$ cat config.mk
export PLATFORM = sky130hd
export DESIGN_NAME = mult_div_unit
export DESIGN_NICKNAME = d
export VERILOG_FILES = /design/src/rtl/mult_div_unit_pkg.sv /design/src/rtl/mult_div_unit_md_iter_core.sv /design/src/rtl/mult_div_unit.sv
export SDC_FILE = /design/constraint.sdc
export NUM_CORES = 1
export LEC_CHECK = 0
export BUFFER_PORTS_ARGS = -buffer_cell sky130_fd_sc_hd__buf_2
export CORE_MARGIN = 4
export CORE_UTILIZATION = 61
export CTS_CLUSTER_DIAMETER = 40
export DETAILED_ROUTE_END_ITERATION = 10
export PLACE_DENSITY = 0.8
export SKIP_LAST_GASP = 1
export SLEW_MARGIN = 0
export SYNTH_ARGS = -nofsm -noshare
export SYNTH_HDL_FRONTEND = slang
export SYNTH_SLANG_ARGS = --single-unit
$ cat constraint.sdc
create_clock -name iClk -period 4 [get_ports iClk]
set_input_delay 1 -clock iClk [delete_from_list [all_inputs] [get_ports iClk]]
set_output_delay 1 -clock iClk [all_outputs]
set_load 0.05 [all_outputs]
$ cat src/rtl/mult_div_unit_pkg.sv
// Shared definitions for the iterative multiply/divide unit: register width,
// op encodings and FSM state encodings.
`ifndef MULT_DIV_UNIT_DEFS
`define MULT_DIV_UNIT_DEFS
`define REG_W 32
`endif

package mult_div_unit_pkg;

  localparam int REG_W = `REG_W;

  typedef enum logic [1:0] {
    MD_MULT  = 2'b00,
    MD_MULTU = 2'b01,
    MD_DIV   = 2'b10,
    MD_DIVU  = 2'b11
  } mdOp_e;

  typedef enum logic [1:0] {
    MD_IDLE = 2'b00,
    MD_CALC = 2'b01,
    MD_SIGN = 2'b10
  } mdState_e;

endpackage

$ cat src/rtl/mult_div_unit_md_iter_core.sv
// Iteration datapath: magnitude registers, 2*W accumulator and step counter.
// Performs one shift-add (multiply) or one restoring step (divide) per iStep.
module md_iter_core #(
  parameter int W = 32
) (
  input  logic           iClk,
  input  logic           iReset,
  input  logic           iLoad,
  input  logic           iStep,
  input  logic           iIsDiv,
  input  logic [W-1:0]   iMagA,
  input  logic [W-1:0]   iMagB,
  output logic [2*W-1:0] oAcc,
  output logic           oLast
);

  localparam int CW = $clog2(W + 1);

  logic [2*W-1:0] accR;
  logic [W-1:0]   magAR;
  logic [W-1:0]   magBR;
  logic [CW-1:0]  countR;

  logic [W:0]     mulSumS;
  logic [W:0]     trialS;
  logic [W:0]     diffS;
  logic           fitsS;
  logic [2*W-1:0] nextAccS;
  logic [W-1:0]   nextMagAS;
  logic [W-1:0]   nextMagBS;

  // Divide: remainder lives in the upper half, quotient bits shift into the lower half.
  assign mulSumS = {1'b0, accR[2*W-1:W]} + {1'b0, magAR};
  assign trialS  = {accR[2*W-1:W], magAR[W-1]};
  assign diffS   = trialS - {1'b0, magBR};
  assign fitsS   = ~diffS[W];

  // One iteration of the selected algorithm.
  always_comb begin
    nextAccS  = accR;
    nextMagAS = magAR;
    nextMagBS = magBR;
    if (iIsDiv) begin
      nextAccS  = {(fitsS ? diffS[W-1:0] : trialS[W-1:0]), accR[W-2:0], fitsS};
      nextMagAS = {magAR[W-2:0], 1'b0};
    end else begin
      nextAccS  = magBR[0] ? {mulSumS, accR[W-1:1]} : {1'b0, accR[2*W-1:1]};
      nextMagBS = {1'b0, magBR[W-1:1]};
    end
  end

  // Datapath registers.
  always_ff @(posedge iClk) begin
    if (iReset) begin
      accR   <= {(2*W){1'b0}};
      magAR  <= {W{1'b0}};
      magBR  <= {W{1'b0}};
      countR <= {CW{1'b0}};
    end else if (iLoad) begin
      accR   <= {(2*W){1'b0}};
      magAR  <= iMagA;
      magBR  <= iMagB;
      countR <= CW'(W);
    end else if (iStep) begin
      accR   <= nextAccS;
      magAR  <= nextMagAS;
      magBR  <= nextMagBS;
      countR <= countR - {{(CW-1){1'b0}}, 1'b1};
    end else begin
      accR   <= accR;
      magAR  <= magAR;
      magBR  <= magBR;
      countR <= countR;
    end
  end

  assign oAcc  = accR;
  assign oLast = (countR == {{(CW-1){1'b0}}, 1'b1});

endmodule

$ cat src/rtl/mult_div_unit.sv
// MIPS HI/LO multiply/divide unit: FSM, sign handling, HI/LO registers and
// the start/busy/done handshake around the md_iter_core datapath.
module mult_div_unit
  import mult_div_unit_pkg::*;
#(
  parameter int DATA_WIDTH = REG_W
) (
  input  logic                  iClk,
  input  logic                  iReset,
  input  logic                  iStart,
  input  logic [1:0]            iOp,
  input  logic [DATA_WIDTH-1:0] iOpA,
  input  logic [DATA_WIDTH-1:0] iOpB,
  input  logic                  iWrHi,
  input  logic                  iWrLo,
  input  logic [DATA_WIDTH-1:0] iWrData,
  output logic                  oBusy,
  output logic                  oDone,
  output logic                  oDivZero,
  output logic [DATA_WIDTH-1:0] oHi,
  output logic [DATA_WIDTH-1:0] oLo
);

  localparam int W = DATA_WIDTH;

  mdState_e       stateR, nextStateS;
  logic           isDivR, negResR, negRemR, divZeroR;
  logic [W-1:0]   opARawR, hiR, loR;
  logic           doneR, divZeroPulseR;

  logic           startS, startSignedS, startDivS, lastS;
  logic [W-1:0]   magAS, magBS, resHiS, resLoS;
  logic [2*W-1:0] accS, prodS;

  assign startS       = (stateR == MD_IDLE) && iStart;
  assign startSignedS = (iOp == MD_MULT) || (iOp == MD_DIV);
  assign startDivS    = (iOp == MD_DIV) || (iOp == MD_DIVU);
  assign magAS        = (startSignedS && iOpA[W-1]) ? -iOpA : iOpA;
  assign magBS        = (startSignedS && iOpB[W-1]) ? -iOpB : iOpB;

  md_iter_core #(.W(W)) uCore (
    .iClk   (iClk),
    .iReset (iReset),
    .iLoad  (startS),
    .iStep  (stateR == MD_CALC),
    .iIsDiv (isDivR),
    .iMagA  (magAS),
    .iMagB  (magBS),
    .oAcc   (accS),
    .oLast  (lastS)
  );

  // State register.
  always_ff @(posedge iClk) begin
    if (iReset) stateR <= MD_IDLE;
    else        stateR <= nextStateS;
  end

  // Next-state logic.
  always_comb begin
    nextStateS = stateR;
    case (stateR)
      MD_IDLE: if (iStart) nextStateS = MD_CALC; else nextStateS = MD_IDLE;
      MD_CALC: if (lastS)  nextStateS = MD_SIGN; else nextStateS = MD_CALC;
      MD_SIGN: nextStateS = MD_IDLE;
      default: nextStateS = MD_IDLE;
    endcase
  end

  // Final sign fix-up; divide-by-zero overrides the iterated result.
  always_comb begin
    prodS  = negResR ? -accS : accS;
    resHiS = prodS[2*W-1:W];
    resLoS = prodS[W-1:0];
    if (divZeroR) begin
      resHiS = opARawR;
      resLoS = {W{1'b1}};
    end else if (isDivR) begin
      resHiS = negRemR ? -accS[2*W-1:W] : accS[2*W-1:W];
      resLoS = negResR ? -accS[W-1:0]   : accS[W-1:0];
    end else begin
      resHiS = prodS[2*W-1:W];
      resLoS = prodS[W-1:0];
    end
  end

  // Operation capture, HI/LO registers and completion pulses.
  always_ff @(posedge iClk) begin
    if (iReset) begin
      isDivR        <= 1'b0;
      negResR       <= 1'b0;
      negRemR       <= 1'b0;
      divZeroR      <= 1'b0;
      opARawR       <= {W{1'b0}};
      hiR           <= {W{1'b0}};
      loR           <= {W{1'b0}};
      doneR         <= 1'b0;
      divZeroPulseR <= 1'b0;
    end else begin
      doneR         <= (stateR == MD_SIGN);
      divZeroPulseR <= (stateR == MD_SIGN) && divZeroR;
      if (startS) begin
        isDivR   <= startDivS;
        negResR  <= startSignedS && (iOpA[W-1] ^ iOpB[W-1]);
        negRemR  <= startSignedS && startDivS && iOpA[W-1];
        divZeroR <= startDivS && (iOpB == {W{1'b0}});
        opARawR  <= iOpA;
      end
      if (stateR == MD_SIGN) begin
        hiR <= resHiS;
        loR <= resLoS;
      end else if (stateR == MD_IDLE && !iStart) begin
        if (iWrHi) hiR <= iWrData;
        if (iWrLo) loR <= iWrData;
      end
    end
  end

  assign oBusy    = (stateR != MD_IDLE);
  assign oDone    = doneR;
  assign oDivZero = divZeroPulseR;
  assign oHi      = hiR;
  assign oLo      = loR;

endmodule

== Word-level counts from Yosys, hierarchy flattened ==
Cells that the tools add are included.

* $add $sub $neg: 8
* $mul: 0
* Eq/ne operators: 6
* Multiplexer cells: 29
* $lt $le $gt $ge: 0
* Bitwise gates (word level): 2
* Reductions and logical operators: 26
* Shifts and indexed selects: 0
* Div/mod/pow operators: 0

{| class="wikitable"
|+ Operator list
! kind !! number
|-
| $mux 32 || 21
|-
| $mux 64 || 3
|-
| $neg 32->32 || 4
|-
| $neg 64->64 || 1
|-
| $add 32x32->33 || 1
|-
| $sub 33x32->33 || 1
|-
| $logic_not 32->1 || 1
|-
| $mux 6 || 2
|-
| $reduce_bool 2->1 || 6
|-
| $logic_and 1x1->1 || 9
|-
| $reduce_and 2->1 || 4
|-
| $eq 2x2->1 const B || 3
|-
| $eq 6x1->1 const B || 1
|-
| $sub 6x1->6 const B || 1
|-
| $logic_not 2->1 || 2
|-
| $pmux 2 s2 || 1
|-
| $eq 2x1->1 const B || 1
|-
| $logic_or 1x1->1 || 2
|-
| $mux 2 || 1
|-
| $ne 2x1->1 const B || 1
|-
| $reduce_or 2->1 || 1
|-
| $logic_not 1->1 || 1
|-
| $mux 1 || 1
|-
| $not 1->1 || 1
|-
| $xor 1x1->1 || 1
|}

* Memories: 0
* Bits in latches: 0
* RAM bits: 0
* Register bits: 238
* ROM bits: 0
* Output and inout bits: 67

== Logic depth before layout (Yosys ltp) ==
* Depth after elaboration: 5
* Gate-level depth with buffers: 14
* Gate-level depth less buffers: 12

== Modules after synthesis ==
A second synthesis with hierarchy kept.

* Cell total of the unflattened synthesis: 2,379
* Area total of the unflattened synthesis: 17,540.6 um^2

{| class="wikitable"
|+ Modules (own cells, without submodules)
! module !! times used !! sequential area each (um^2) !! area an instance (um^2) !! cells an instance
|-
| md_iter_core || 1 || 2,682.6 || 9,649.3 || 1,303
|-
| mult_div_unit || 1 || 2,082.0 || 7,891.3 || 1,076
|}

== Worst setup path after synthesis ==
No wires, ideal clock.

* Kind: input-to-reg
* Start point: input port iOpB[10]
* End point: register uCore.magBR[26]
* Cell stages on the path: 9
* Library setup time: 91 ps
* Data arrival time: 3,318 ps
* Slack: 591 ps
* Data required time: 3,909 ps
* Path buffers: 0
* Cells stage by stage: or4_1 or3_1 nor4_2 nand3_1 or3_1 o31ai_1 xnor2_1 nor2_1 a311oi_1

* Word-level cells in the longest chain between the ends: 3

{| class="wikitable"
|+ RTL lines
! element !! RTL line !! source
|-
| start: declaration || mult_div_unit.sv:13 || <nowiki>input logic [DATA_WIDTH-1:0] iOpB,</nowiki>
|-
| $neg 32->32 || mult_div_unit.sv:39 || <nowiki>assign magBS = (startSignedS && iOpB[W-1]) ? -iOpB : iOpB;</nowiki>
|-
| $mux 32 || mult_div_unit.sv:39 ||
|-
| $mux 32 || mult_div_unit_md_iter_core.sv:59 || <nowiki>end else if (iLoad) begin</nowiki>
|-
| end signal: assignment || mult_div_unit_md_iter_core.sv:57 || <nowiki>magBR <= {W{1'b0}};</nowiki>
|-
| end signal: assignment || mult_div_unit_md_iter_core.sv:62 || <nowiki>magBR <= iMagB;</nowiki>
|-
| end signal: assignment || mult_div_unit_md_iter_core.sv:67 || <nowiki>magBR <= nextMagBS;</nowiki>
|-
| end: declaration || mult_div_unit_md_iter_core.sv:21 || <nowiki>logic [W-1:0] magBR;</nowiki>
|}

Every way passes these cells.
A chain may end at the register's enable or synchronous reset.

== Final worst setup path ==
* Start point: register uCore.accR[32], in the netlist uCore.oAcc[32]
* End point: register uCore.accR[43], in the netlist uCore.oAcc[43]

* Word-level cells in the longest chain between the ends: 3

{| class="wikitable"
|+ RTL lines
! element !! RTL line !! source
|-
| start: declaration || mult_div_unit_md_iter_core.sv:19 || <nowiki>logic [2*W-1:0] accR;</nowiki>
|-
| start signal: assignment || mult_div_unit_md_iter_core.sv:55 || <nowiki>accR <= {(2*W){1'b0}};</nowiki>
|-
| start signal: assignment || mult_div_unit_md_iter_core.sv:60 || <nowiki>accR <= {(2*W){1'b0}};</nowiki>
|-
| start signal: assignment || mult_div_unit_md_iter_core.sv:65 || <nowiki>accR <= nextAccS;</nowiki>
|-
| $sub 33x32->33 or $add 32x32->33 (tied branches) || mult_div_unit_md_iter_core.sv:35, mult_div_unit_md_iter_core.sv:33 ||
|-
| $mux 32 or $mux 64 (tied branches) || mult_div_unit_md_iter_core.sv:44, mult_div_unit_md_iter_core.sv:47 ||
|-
| $mux 64 * || mult_div_unit_md_iter_core.sv:43 || <nowiki>if (iIsDiv) begin</nowiki>
|}

Every way passes the cells marked *; elsewhere a longest branch is shown, timed or not.

==> results.yml <==
outcome:
  status: "finished clean"
cts:
  cts_buffers: 37
  htreeDepth: 2
  cts_tree: "done"
  clk_pin_slew_ns: 0.06
  cts_setup_buffers: 0
  clock_tree.root_cell: "clkbuf_16"
  clk_path_buf_depth: 3
  cts_sinks: 238
  clk_latency_ns: 0.53
sta:
  hold_viol_final: 0
  worst_pin_slew_ns: 0.996
  slew_violations: 0
  slew_headroom_pct: 33.6
  layout_min_cycle_time_ns: 3.83
  min_period_over_period_pct: 95.7
  finalSetupViolations: 0
  tns_ns: 0
  clock_skew_ns: 0.0228
  hold-worst-slack_ns: 0.451
  rsz0062_at_grt: "no"
  clock.fmax_mhz: 261
critical_path:
  crit_end: "uCore.oAcc[43]"
  reg2reg_depth: 12
  startpoint: "uCore.oAcc[32]"
  r2r_end: "uCore.oAcc[43]"
  critPathKind: "reg -> reg"
  critPathLaunchType: "register"
  endpoint_kind: "register"
  cp_max_fo: 39
  worstPathArrival_ns: 4.20
  r2r_slack_ns: 0.17
  r2r_start: "uCore.oAcc[32]"
  worstPathRequired_ns: 4.37
run:
  drv_cap: 0
power:
  p_clk_share_pct: 40.4
  p_comb_share_pct: 27.5
  pwr-share-seq_pct: 32.2
  powerDensity_mw_per_mm2: 437
  p_sw_share_pct: 34.5
  switchingPower_w: 0.00292
  power.internal_w: 0.00556
  p_leak_nw: 7.80
  ir_drop_mv: 0.333
yosys:
  syn_area_sq_mm: 0.0169
  syn_nets: 2456
  synthArstFlopShare_pct: 0
  postSynthCellCount: 2281
  yosys_warnings: 0
  yosysUniqueCellTypes: 73
  yosysSeqAreaShare_pct: 28.1
  ys_seq_elements: 238
  ys.flop_type: "dfxtp_1"
  postSynthAreaPerCell_sq_um: 7.43
  synth_edf_count: 0
detailed_routing:
  vias: 18200
  first_iter_violations: 2119
  routed_via_density: 6.56
  avgRoutedWirePerCell_um: 21.3
  routed_wl_mm: 59.0
  antenna_left: 0
  dr.pass1.iters: 5
  drc_errors: 0
cells_and_area:
  diodes: 0
  finalNetCount: 2551
  areaGrowthSynthToFinish_pct: 14.6
  final_common_cell: "nand2_1"
  drive_gt1_share_pct: 13.7
  final_cell_mix: "341 x nand2_1, 237 x dfxtp_1, 235 x nor2_1, 213 x a21oi_1, 168 x buf_2"
global_routing:
  grt_first_pass_wirelength_mm: 92.2
  globalRouteOverflowTotal: 0
  grt_max_degree: 169
  globalRouteTotalUtil_pct: 36.9
  grt_pass1_vias: 17000
  grt_antenna_before_repair: 0
min_path:
  hold_path.class: "reg -> reg"
  hold_path_depth: 2
floorplan:
  start_util_pct: 62.4
  coreArea_sq_mm: 0.0272
  fp.dieArea_sq_mm: 0.0305
  num_rows: 60
  io-pin-count: 170
  die_width_um: 175
  fp.dieH_um: 175
placement:
  dpl.hpwl_mm: 43.5
  place_congestion: 0.977
  port_buffers: 169
## metal layers
metal / vias up / routed length (um) / track usage (%)
li1: 8445 / - / -
met1: 8566 / 23000 / 46.4
met2: 982 / 26900 / 60.6
met3: 216 / 5670 / 7.01
met4: 0 / 3540 / 19.0
met5: - / 0 / 0
## timing repair
item                                    in CTS  in global routing
endpoints found under the setup margin       0                  4
resized for setup                            0                  1
hold buffers                                 0                  0
## power by group through the flow
stage               registers [W]  clock network (W)  logic [W]
floorplan                 0.00281                  0    0.00156
global placement          0.00277                  0    0.00224
detailed placement        0.00277                  0    0.00227
CTS                       0.00272            0.00344    0.00228
global route              0.00274            0.00355    0.00252
finish                    0.00273            0.00342    0.00233
## cell type report
class | instances | area, sq um
clock inverter | 23 | 323
tap | 372 | 465
sequential | 238 | 4770
clock buffer | 44 | 982
fill | 2328 | 7760
inverter | 65 | 244
timing repair buffer | 224 | 1300
multi-input combinational | 1810 | 11300
## critical path: stages, from the launching register on
cell	delay [ns]
dfxtp_1	0.43
inv_1	0.18
fa_1	0.48
nor2b_1	0.23
o31ai_1	0.14
a211oi_2	0.31
o211ai_1	0.24
o41a_1	0.48
xnor2_2	0.20
buf_12	0.27
mux2_2	0.37
a22oi_1	0.23
o22ai_1	0.11
## through the flow
stage	cell area, sq um	util (%)	power (W)	setup WS [ns]	std cells
3_5_place_dp	18100	66.6	0.00504	0.165	2709
6_report	19400	71.4	0.00848	0.171	2776
5_1_grt	19400	71.4	0.00882	0.0836	2776
3_3_place_gp	18100	66.6	0.00500	0.312	2709
4_1_cts	19400	71.4	0.00844	0.149	2776
2_1_floorplan	16900	-	0.00437	0.591	2281
## cells in the mapped netlist, drive strengths merged (5+ instances only)
cell	instances	area, sq um
a31o	12	105
or4	13	105
a21oi	213	1070
dfxtp	238	4760
o21bai	9	67.6
mux2	6	67.6
o21ai	117	586
nand3	29	145
nand2	341	1280
nor2	238	893
o21a	13	97.6
nand2b	15	93.8
buf	17	78.8
nor4	26	169
xor2	70	613
o221ai	34	298
nor3	37	185
nor3b	5	37.5
a221oi	10	87.6
xnor2	109	955
or2	8	50.1
a31oi	21	131
or3	16	100
nor2b	19	119
inv	63	236
a311oi	60	526
a21o	31	233
and3	9	56.3
nand4	10	62.6
a211oi	78	586
o31ai	24	180
mux2i	64	641
clkbuf	151	568
o211ai	18	135
o41ai	10	95.1
ha	70	876
a22oi	5	37.5
o22ai	9	56.3
## cells by family after synthesis
group / share of synthesized area, %
compound gates: 27.6
fa+ha+maj: 5.40
flops: 28.1
xor+xnor: 9.25
buf+inv: 5.26
mux: 4.18
simple gates: 20.2
## how the worst min path moves through the flow
stage                 from     endpoint  slack, ns
2_1_floorplan  opARawR[30]  opARawR[30]       0.43
3_3_place_gp       oHi[18]      oHi[18]       0.44
3_5_place_dp       oHi[24]      oHi[24]       0.44
4_1_cts            oLo[27]      oLo[27]       0.45
5_1_grt            oLo[18]      oLo[18]       0.46
6_report           oHi[16]      oHi[16]       0.45
## state kept, by name, indices dropped and copies added (netlist names)
register,count
uCore.oAcc,64
oLo,32
uCore.magAR,32
negResR,1
stateR,2
uCore.countR,6
uCore.magBR,32
opARawR,32
negRemR,1
divZeroR,1
oDone,1
oDivZero,1
isDivR,1
oHi,32
Note: power is estimated with default switching activity, not from simulation.
